==> src/rtl/issue_dispatch_buffer_pkg.sv <==
// Shared types for the issue/dispatch buffer: RS->IS and IS->EX packets,
// functional-unit classes and the classification helper.
package issue_dispatch_buffer_pkg;

    localparam int          ISQ_DEPTH_DEF = 8;
    localparam logic [31:0] NOP_INST      = 32'h0000_0013;
    localparam logic [4:0]  ZERO_REG      = 5'd0;

    typedef enum logic [4:0] {
        ALU_ADD    = 5'd0,
        ALU_SUB    = 5'd1,
        ALU_SLT    = 5'd2,
        ALU_SLTU   = 5'd3,
        ALU_AND    = 5'd4,
        ALU_OR     = 5'd5,
        ALU_XOR    = 5'd6,
        ALU_SLL    = 5'd7,
        ALU_SRL    = 5'd8,
        ALU_SRA    = 5'd9,
        ALU_MUL    = 5'd10,
        ALU_MULH   = 5'd11,
        ALU_MULHSU = 5'd12,
        ALU_MULHU  = 5'd13
    } ALU_FUNC;

    typedef enum logic [1:0] {
        FU_ALU  = 2'd0,
        FU_MULT = 2'd1,
        FU_LSU  = 2'd2
    } FU_CLASS;

    typedef struct packed {
        logic        valid;
        logic [31:0] inst;
        logic [31:0] PC;
        logic [5:0]  T;
        logic [4:0]  dest_reg_idx;
        ALU_FUNC     alu_func;
        logic        rd_mem;
        logic        wr_mem;
        logic        cond_branch;
        logic        halt;
    } RS_IS_PACKET;

    typedef struct packed {
        logic        valid;
        logic [31:0] inst;
        logic [31:0] PC;
        logic [5:0]  T;
        logic [4:0]  dest_reg_idx;
        ALU_FUNC     alu_func;
        logic        rd_mem;
        logic        wr_mem;
        logic        cond_branch;
        logic        halt;
    } IS_EX_PACKET;

    // Memory ops win over the ALU function field, so a load/store never lands on the multiplier.
    function automatic FU_CLASS fu_classify(input RS_IS_PACKET p);
        FU_CLASS c;
        c = FU_ALU;
        if (p.rd_mem || p.wr_mem) begin
            c = FU_LSU;
        end else begin
            case (p.alu_func)
                ALU_MUL, ALU_MULH, ALU_MULHSU, ALU_MULHU: c = FU_MULT;
                default:                                  c = FU_ALU;
            endcase
        end
        return c;
    endfunction

    function automatic IS_EX_PACKET ex_nop();
        IS_EX_PACKET p;
        p              = '0;
        p.inst         = NOP_INST;
        p.dest_reg_idx = ZERO_REG;
        p.alu_func     = ALU_ADD;
        return p;
    endfunction

    function automatic IS_EX_PACKET to_ex(input RS_IS_PACKET p);
        IS_EX_PACKET e;
        e       = IS_EX_PACKET'(p);
        e.valid = 1'b1;
        return e;
    endfunction

endpackage

==> src/rtl/issue_dispatch_buffer_isq_fifo.sv <==
// In-order holding queue: compacts up to three live lanes per cycle at the
// tail, exposes the three oldest entries, and reports a saturating free count.
module issue_dispatch_buffer_isq_fifo
    import issue_dispatch_buffer_pkg::*;
#(
    parameter int DEPTH = ISQ_DEPTH_DEF,
    localparam int PW   = $clog2(DEPTH),
    localparam int CW   = $clog2(DEPTH) + 1
) (
    input  logic              clock,
    input  logic              reset,
    input  logic              squash_i,
    input  RS_IS_PACKET [2:0] pkt_i,
    input  logic [1:0]        deq_cnt_i,
    output RS_IS_PACKET [2:0] head_pkts_o,
    output logic [CW-1:0]     count_o,
    output logic [1:0]        free_num_o,
    output logic              overflow_err_o
);

    RS_IS_PACKET   mem_q [DEPTH];
    logic [PW-1:0] head_q, tail_q;
    logic [CW-1:0] count_q;
    logic          overflow_q;

    logic [CW-1:0] free_cnt;
    logic [1:0]    enq_n_d;
    logic          drop_d;
    logic [2:0]    lane_en_d;
    logic [PW-1:0] lane_ptr_d [3];

    assign free_cnt = CW'(DEPTH) - count_q;

    // Capacity is judged against the pre-dispatch count, so a full queue drops
    // new lanes even if the head drains on the same edge.
    always_comb begin
        enq_n_d   = 2'd0;
        drop_d    = 1'b0;
        lane_en_d = 3'b000;
        for (int i = 0; i < 3; i++) begin
            lane_ptr_d[i] = tail_q + PW'(enq_n_d);
            if (pkt_i[i].valid) begin
                if (CW'(enq_n_d) < free_cnt) begin
                    lane_en_d[i] = 1'b1;
                    enq_n_d      = enq_n_d + 2'd1;
                end else begin
                    drop_d = 1'b1;
                end
            end
        end
    end

    always_ff @(posedge clock) begin
        if (!(reset || squash_i)) begin
            for (int i = 0; i < 3; i++) begin
                if (lane_en_d[i]) begin
                    mem_q[lane_ptr_d[i]] <= pkt_i[i];
                end
            end
        end
    end

    always_ff @(posedge clock) begin
        if (reset || squash_i) begin
            head_q  <= '0;
            tail_q  <= '0;
            count_q <= '0;
        end else begin
            head_q  <= head_q + PW'(deq_cnt_i);
            tail_q  <= tail_q + PW'(enq_n_d);
            count_q <= count_q + CW'(enq_n_d) - CW'(deq_cnt_i);
        end
        if (reset) begin
            overflow_q <= 1'b0;
        end else if (!squash_i && drop_d) begin
            overflow_q <= 1'b1;
        end
    end

    generate
        for (genvar gi = 0; gi < 3; gi++) begin : g_head
            assign head_pkts_o[gi] = mem_q[head_q + PW'(gi)];
        end
    endgenerate

    assign count_o        = count_q;
    assign free_num_o     = (free_cnt >= CW'(3)) ? 2'd3 : free_cnt[1:0];
    assign overflow_err_o = overflow_q;

endmodule

==> src/rtl/issue_dispatch_buffer.sv <==
// IS stage: buffers RS packets and dispatches them strictly in order to
// three ALU lanes, one multiplier and one ready-gated LSU through the IS/EX register.
module issue_dispatch_buffer
    import issue_dispatch_buffer_pkg::*;
#(
    parameter int ISQ_DEPTH = ISQ_DEPTH_DEF,
    parameter int ALU_LANES = 3
) (
    input  logic                          clock,
    input  logic                          reset,
    input  logic                          squash_flag,
    input  RS_IS_PACKET [2:0]             is_packet_in,
    input  logic                          lsu_ready,
    output IS_EX_PACKET [ALU_LANES-1:0]   alu_packet_out,
    output IS_EX_PACKET                   mult_packet_out,
    output IS_EX_PACKET                   lsu_packet_out,
    output logic [1:0]                    free_num,
    output logic                          overflow_err
);

    localparam int CW = $clog2(ISQ_DEPTH) + 1;
    localparam int AW = $clog2(ALU_LANES + 1);

    generate
        if ((ISQ_DEPTH < 4) || ((ISQ_DEPTH & (ISQ_DEPTH - 1)) != 0)) begin : g_bad_depth
            $error("ISQ_DEPTH must be a power of 2 and at least 4");
        end
    endgenerate

    RS_IS_PACKET [2:0]           head_pkts;
    logic [CW-1:0]               count;
    logic [1:0]                  deq_cnt_d;

    IS_EX_PACKET [ALU_LANES-1:0] alu_d, alu_q;
    IS_EX_PACKET                 mult_d, mult_q;
    IS_EX_PACKET                 lsu_d, lsu_q;

    logic [AW-1:0]               alu_n_d;
    logic                        mult_taken_d, lsu_taken_d, blocked_d, take_d;

    issue_dispatch_buffer_isq_fifo #(
        .DEPTH (ISQ_DEPTH)
    ) u_fifo (
        .clock          (clock),
        .reset          (reset),
        .squash_i       (squash_flag),
        .pkt_i          (is_packet_in),
        .deq_cnt_i      (deq_cnt_d),
        .head_pkts_o    (head_pkts),
        .count_o        (count),
        .free_num_o     (free_num),
        .overflow_err_o (overflow_err)
    );

    // Walk the three oldest entries; the first one without a free unit stops
    // the walk so nothing younger overtakes it.
    always_comb begin
        for (int k = 0; k < ALU_LANES; k++) begin
            alu_d[k] = ex_nop();
        end
        mult_d       = ex_nop();
        lsu_d        = ex_nop();
        deq_cnt_d    = 2'd0;
        alu_n_d      = '0;
        mult_taken_d = 1'b0;
        lsu_taken_d  = 1'b0;
        blocked_d    = 1'b0;
        take_d       = 1'b0;
        for (int j = 0; j < 3; j++) begin
            take_d = 1'b0;
            if (!blocked_d && (CW'(j) < count)) begin
                case (fu_classify(head_pkts[j]))
                    FU_ALU: begin
                        if (int'(alu_n_d) < ALU_LANES) begin
                            alu_d[alu_n_d] = to_ex(head_pkts[j]);
                            alu_n_d        = alu_n_d + AW'(1);
                            take_d         = 1'b1;
                        end
                    end
                    FU_MULT: begin
                        if (!mult_taken_d) begin
                            mult_d       = to_ex(head_pkts[j]);
                            mult_taken_d = 1'b1;
                            take_d       = 1'b1;
                        end
                    end
                    FU_LSU: begin
                        if (!lsu_taken_d && lsu_ready) begin
                            lsu_d       = to_ex(head_pkts[j]);
                            lsu_taken_d = 1'b1;
                            take_d      = 1'b1;
                        end
                    end
                    default: take_d = 1'b0;
                endcase
            end
            if (take_d) begin
                deq_cnt_d = deq_cnt_d + 2'd1;
            end else begin
                blocked_d = 1'b1;
            end
        end
    end

    always_ff @(posedge clock) begin
        if (reset || squash_flag) begin
            for (int k = 0; k < ALU_LANES; k++) begin
                alu_q[k] <= ex_nop();
            end
            mult_q <= ex_nop();
            lsu_q  <= ex_nop();
        end else begin
            alu_q  <= alu_d;
            mult_q <= mult_d;
            lsu_q  <= lsu_d;
        end
    end

    assign alu_packet_out  = alu_q;
    assign mult_packet_out = mult_q;
    assign lsu_packet_out  = lsu_q;

endmodule

==> config.mk <==
export PLATFORM = sky130hd
export DESIGN_NAME = issue_dispatch_buffer
export DESIGN_NICKNAME = d
export VERILOG_FILES = /design/src/rtl/issue_dispatch_buffer_pkg.sv /design/src/rtl/issue_dispatch_buffer_isq_fifo.sv /design/src/rtl/issue_dispatch_buffer.sv
export SDC_FILE = /design/constraint.sdc
export NUM_CORES = 2
export LEC_CHECK = 0
export CAP_MARGIN = 10
export CELL_PAD_IN_SITES_DETAIL_PLACEMENT = 1
export CELL_PAD_IN_SITES_GLOBAL_PLACEMENT = 1
export CORE_ASPECT_RATIO = 0.7
export CORE_UTILIZATION = 42
export CTS_CLUSTER_SIZE = 28
export DETAILED_ROUTE_END_ITERATION = 16
export PLACE_DENSITY = 0.88
export REMOVE_ABC_BUFFERS = 1
export SLEW_MARGIN = 40
export SYNTH_ARGS = -nofsm -noshare
export SYNTH_HDL_FRONTEND = slang
export SYNTH_SLANG_ARGS = --single-unit
==> constraint.sdc <==
create_clock -name clock -period 12.1 [get_ports clock]
set_input_delay 1.21 -clock clock [delete_from_list [all_inputs] [get_ports clock]]
set_output_delay 1.21 -clock clock [all_outputs]
set_load 0.01 [all_outputs]
Word level (Yosys, flattened, before mapping)
Memory sizes are Yosys's and may differ from the RTL's. A register that Yosys moved wholly into a read port is not among the register bits.
Index checks and enable logic that the tools add are counted.
- register bits after elaboration: 436
- bits in writable memories: 680
- input port bits: 259
- output and inout bits: 428
- word-level logic and storage cells: 223
- memories kept: 1
- add/subtract/negate cells: 14
- order comparisons: 13
- eq/ne operators: 18
- muxes and demuxes: 101
- reductions and logical operators: 22
- memories (name ; words ; bits a word ; read ports ; clocked after memory_dff ; wr ports ; line ; source):
    u_fifo.mem_q ; 8 ; 85 ; 3 ; 1 ; 3 ; issue_dispatch_buffer_isq_fifo.sv:21 ; RS_IS_PACKET mem_q [DEPTH];
- operators by type and width (cell ; count):
    2-to-1 mux 85 bit ; 21
    2-to-1 mux 255 bit ; 6
    bitwise mux 255 bit ; 2
    demux 85 bit (select 2 bit) ; 2
    equality test 5 x 4 -> 1 bit, second input constant ; 12
    2-to-1 mux 1 bit ; 49
    2-to-1 mux 2 bit ; 17
    adder 3 x 2 -> 3 bit ; 4
    less-than comparator 1 x 4 -> 1 bit, first input constant ; 3
    OR reduction 4 bit ; 3
    adder 2 x 1 -> 2 bit, second input constant ; 5
    less-than comparator 2 x 4 -> 1 bit ; 2
    logical AND 1 bit ; 7
    equality test 2 x 1 -> 1 bit, second input constant ; 3
    equality test 2 bit, second input constant ; 3
    zero test 2 bit ; 3
    less-than comparator 2 x 3 -> 1 bit, second input constant ; 2
    one-hot mux 1 bit (3 select lines) ; 2
    adder 4 x 2 -> 4 bit ; 1
    >= comparator 2 x 1 -> 1 bit, second input constant ; 2
    >= comparator 4 x 2 -> 1 bit, second input constant ; 1
    zero test 1 bit ; 4
    logical OR 1 bit ; 4
    less-than comparator 2 bit, second input constant ; 2
    8 further kinds ; 8

Longest topological paths before layout
- depth after elaboration: 24
- gate-level depth with buffers: 25
- depth with buffers taken out: 22

By module
Synthesis repeated with hierarchy kept, for this count alone.
- cells, all modules: 7302
- area, all modules: 68059.0 sq um
- modules (own cells, without submodules) (module ; times used ; cells each ; area each (sq um) ; seq. area each (sq um)):
    issue_dispatch_buffer_isq_fifo ; 1 ; 5636 ; 52431.5 ; 20639.8
    issue_dispatch_buffer ; 1 ; 1666 ; 15627.5 ; 8508.2

Worst setup path before layout
OpenSTA, ideal clock, no wires.
- path type: input to register
- from: in squash_flag
- to: mem u_fifo.mem_q[0][0] (netlist name), enable pin
- library setup time: 0.814 ns
- arrival time: 11.680 ns
- required time: 11.286 ns
- slack: -0.394 ns
- stages: 4
- buffers on the path: 1
- cell sequence: or2_2 clkbuf_1 or3_1 o311ai_0
- RTL lines (what ; line ; source):
    from (decl) ; issue_dispatch_buffer.sv:11 ; input logic squash_flag,
    to (decl) ; issue_dispatch_buffer_isq_fifo.sv:21 ;

Worst setup path in the final report
- from: reg u_fifo.head_q[2]
- to: reg alu_q (netlist bit alu_packet_out[16])
- longest elaborated chain between the ends: 18
- elaborated cells between the ends (all ways): 46
- those cells by class: 2 x add/sub; 3 x order compare; 10 x eq/ne; 21 x mux; 9 x reduce/logical; 1 x memory
- RTL lines (what ; line ; source):
    from (decl) ; issue_dispatch_buffer_isq_fifo.sv:22 ; logic [PW-1:0] head_q, tail_q;
    from (signal assigned) ; issue_dispatch_buffer_isq_fifo.sv:69 ; head_q <= head_q + PW'(deq_cnt_i);
    adder 3 x 1 -> 3 bit ; issue_dispatch_buffer_isq_fifo.sv:82 ; assign head_pkts_o[gi] = mem_q[head_q + PW'(gi)];
    memory read (8 x 85 bit) (*) ; - ;
    equality test 5 x 4 -> 1 bit ; issue_dispatch_buffer_pkg.sv:65 ; case (p.alu_func)
    OR reduction 4 bit ; issue_dispatch_buffer_pkg.sv:65 ;
    2-to-1 mux 1 bit ; issue_dispatch_buffer_pkg.sv:65 ;
    2-to-1 mux 2 bit ; issue_dispatch_buffer_pkg.sv:62 ; if (p.rd_mem || p.wr_mem) begin
    2-to-1 mux 2 bit ; issue_dispatch_buffer.sv:71 ; if (!blocked_d && (CW'(j) < count)) begin
    zero test 2 bit ; issue_dispatch_buffer.sv:72 ; case (fu_classify(head_pkts[j]))
    [... 2 more ...] ; - ;
    less-than comparator 2 x 3 -> 1 bit (implied by the code) / >= comparator 2 x 1 -> 1 bit (equally long branches) ; issue_dispatch_buffer.sv:75 ; alu_d[alu_n_d] = to_ex(head_pkts[j]);
    logical AND 1 bit (implied by the code) ; issue_dispatch_buffer.sv:75 ;
    2-to-1 mux 85 bit (implied by the code) ; issue_dispatch_buffer.sv:75 ;
    demux 85 bit (select 2 bit) ; issue_dispatch_buffer.sv:75 ;
    bitwise mux 255 bit ; issue_dispatch_buffer.sv:75 ;
    2-to-1 mux 255 bit ; issue_dispatch_buffer.sv:74 ; if (int'(alu_n_d) < ALU_LANES) begin
    2-to-1 mux 255 bit ; issue_dispatch_buffer.sv:72 ;
    2-to-1 mux 255 bit (*) ; issue_dispatch_buffer.sv:71 ;
    to (signal, indexed assignment) ; issue_dispatch_buffer.sv:108 ; alu_q[k] <= ex_nop();
    to (signal assigned) ; issue_dispatch_buffer.sv:113 ; alu_q <= alu_d;
    to (decl) ; issue_dispatch_buffer.sv:34 ; IS_EX_PACKET [ALU_LANES-1:0] alu_d, alu_q;
Every way passes the cells marked *; elsewhere a longest branch is shown, timed or not. The select of a mux whose other input is x is not followed.
A chain may end at the register's enable or synchronous reset.

==> impl_metrics.tcl <==
set metrics [dict create \
    status "finished clean" \
    crit_fanout 57 \
    grt_use_total 0.3695 \
    syn_area_sq_um 67240 \
    cts-root-buf "clkbuf_16" \
    drive_gt1_frac 0.1567 \
    worst_slew_pin_slew_ns 1.015 \
    synth_edf_count 672 \
    setup_slack_ns 3.847 \
    cts.path.max_buffers 3 \
    required_ns 12.73 \
    min_from "u_fifo.overflow_err_o" \
    grt_pass1_wl_mm 435.4 \
    yosysTopAreaCell "edfxtp_1" \
    grt_max_degree 124 \
    regToRegStartpoint "u_fifo.head_q[2]" \
    grt_pass1_vias 61370 \
    synth_area_per_cell_sq_um 11.04 \
    ir_worst_vdd_mv 0.1337 \
    slew_viol_final 0 \
    dr.first_iter.drc_count 10430 \
    dp_cells 8176 \
    pwr_density_cell_nw_per_um2 170.1 \
    via_per_inst 7.146 \
    clk_pin_slew_ns 0.07 \
    antenna_found_initial 76 \
    clk_latency_ns 0.83 \
    routed_wirelength_mm 307.2 \
    drc_errors 0 \
    tns_ns 0 \
    synth_seq_cells 1108 \
    synth_area_leaders "edfxtp_1, mux4_2, mux2i_1" \
    yosysTopAreaCellShare 0.3001 \
    via_count 60480 \
    post_cts_buffers 0 \
    place_ws_ns 4.005 \
    htree_levels 3 \
    rsz0062_at_grt "no" \
    start_util 0.4244 \
    routedWlPerCell_microns 36.30 \
    startpoint "u_fifo.head_q[2]" \
    yosysSeqAreaShare 0.4299 \
    yosysMostFrequentCell "mux2i_1" \
    hold_path.class "flop to flop" \
    yosysWarningCount 0 \
    postRouteAntennaNets 0 \
    arrival_ns 8.89 \
    fin_crit_sh 0.6821 \
    synth_common_cells "mux2i_1, edfxtp_1, nor2_1" \
    hold_viol_final 0 \
    endpoint_kind "flop" \
    min_period_ns 8.253 \
    finalSetupViolCount 0 \
    cts_tree "built" \
    fin_cells 8463 \
    async_flop_share 0 \
    cts_hold_buf 0 \
    fin_nets 6479 \
    fin_area_sq_um 79410 \
    io_buffers 686 \
    critPathLaunchType "flop" \
    path_class "flop to flop" \
    cts.sinks 1108 \
    die_w_microns 480.2 \
    io_pins 687 \
    drt_pre_antenna_iters 10 \
    placed_area_sq_um 74940 \
    syn_inst 6092 \
    power_leakage_nw 25.11 \
    die-area_sq_um 161700 \
    ys.flop_type "edfxtp_1" \
    cap_violations 0 \
    coreArea_sq_um 158400 \
    place_congestion 0.9127 \
    maxSlewHeadroom 0.3038 \
    fmax_mhz 121.2 \
    rows 122 \
    synth_cell_types 80 \
    gr-total-overflow 0 \
    dp_hpwl_mm 186.2 \
    cts_resized 0 \
    area_delta_synth_final_pct 18.09 \
    cts_made_buffers 115 \
    die_y_microns 336.8 \
    skew_ns 0.05572 \
]
-- worst paths after layout --
check / to / slack, ns / depth (start not counted)
min: u_fifo.overflow_err_o / 0.46 / 2
max: alu_packet_out[16] / 3.85 / 16
min reg2reg: u_fifo.overflow_err_o / 0.46 / 2
max reg2reg: alu_packet_out[16] / 3.85 / 16
-- layer usage --
layer / up-vias / global-route usage / share of wire
met5: - / 0.004412 / 0.0011
met4: 44 / 0.2677 / 0.073
met2: 5517 / 0.5678 / 0.45
met1: 30200 / 0.4430 / 0.34
li1: 23400 / - / -
met3: 1328 / 0.1087 / 0.13
-- worst max-delay path, cell delays in order, from the launching register on --
cell and delay [ns]:
dfxtp_4 0.89, buf_4 0.73, mux4_2 0.74, xor2_4 0.20, buf_4 0.69, nand3_4 0.78, o21ai_0 0.46, nand2b_1 0.12
ha_1 0.27, a21boi_0 0.20, o21a_1 0.24, o21ai_4 0.08, buf_4 0.45, buf_6 0.65, or3_4 0.56, buf_6 0.59
a31oi_1 0.21
-- area by class of cell --
class / count / area (sq um)
Antenna cell: 57 / 142.6
Clock buffer: 164 / 3495
Clock inverter: 56 / 563.0
Fill cell: 16520 / 79040
Inverter: 102 / 387.9
Multi-Input combinational cell: 4052 / 34810
Sequential cell: 1108 / 28920
Tap cell: 2108 / 2638
Timing Repair Buffer: 816 / 8449
-- cell usage in the layout, fill, tap and decap left out, types with 54 or more instances in the layout --
cell	n
dfxtp_1	433
mux2_2	148
edfxtp_1	672
mux2i_1	886
nor2_1	623
a21oi_1	478
o41ai_1	92
a31oi_1	161
inv_1	99
clkdlybuf4s50_1	686
o21ai_0	262
clkbuf_16	127
mux4_2	439
nand4_1	143
diode_2	57
buf_6	54
nand2_1	334
-- sequential cells by signal (all words and copies together), names as in the netlist --
signal                 flops
u_fifo.overflow_err_o      1
u_fifo.tail_q              3
u_fifo.head_q              3
lsu_packet_out            85
alu_packet_out           255
u_fifo.count_o             4
mult_packet_out           85
u_fifo.mem_q             672
-- power by group --
| part | switching (mW) | internal (mW) |
|---|---|---|
| registers | 0.246 | 4.42 |
| clock network | 1.75 | 2.12 |
| logic | 3.11 | 1.86 |
-- logic make-up after synthesis --
group	after synthesis	synth area share
compound gates	1241	0.1160
mux	1475	0.3042
simple gates	1284	0.08373
buf+inv	940	0.05839
flops	1108	0.4299
other cells	1	0.00005577
fa+ha+maj	25	0.005210
xor+xnor	18	0.002456
-- per-stage QoR --
stage                     total power [mW]  hold slack (ns)    util
after floorplan                      8.709           0.4635       -
after global placement               9.179           0.4401  0.4701
after detailed placement             9.441           0.4600  0.4730
after CTS                            13.28           0.4684  0.4986
after global routing                 13.78           0.5003  0.5011
final                                13.51           0.4616  0.5012
No activity file was read; power rests on OpenSTA's default activity.
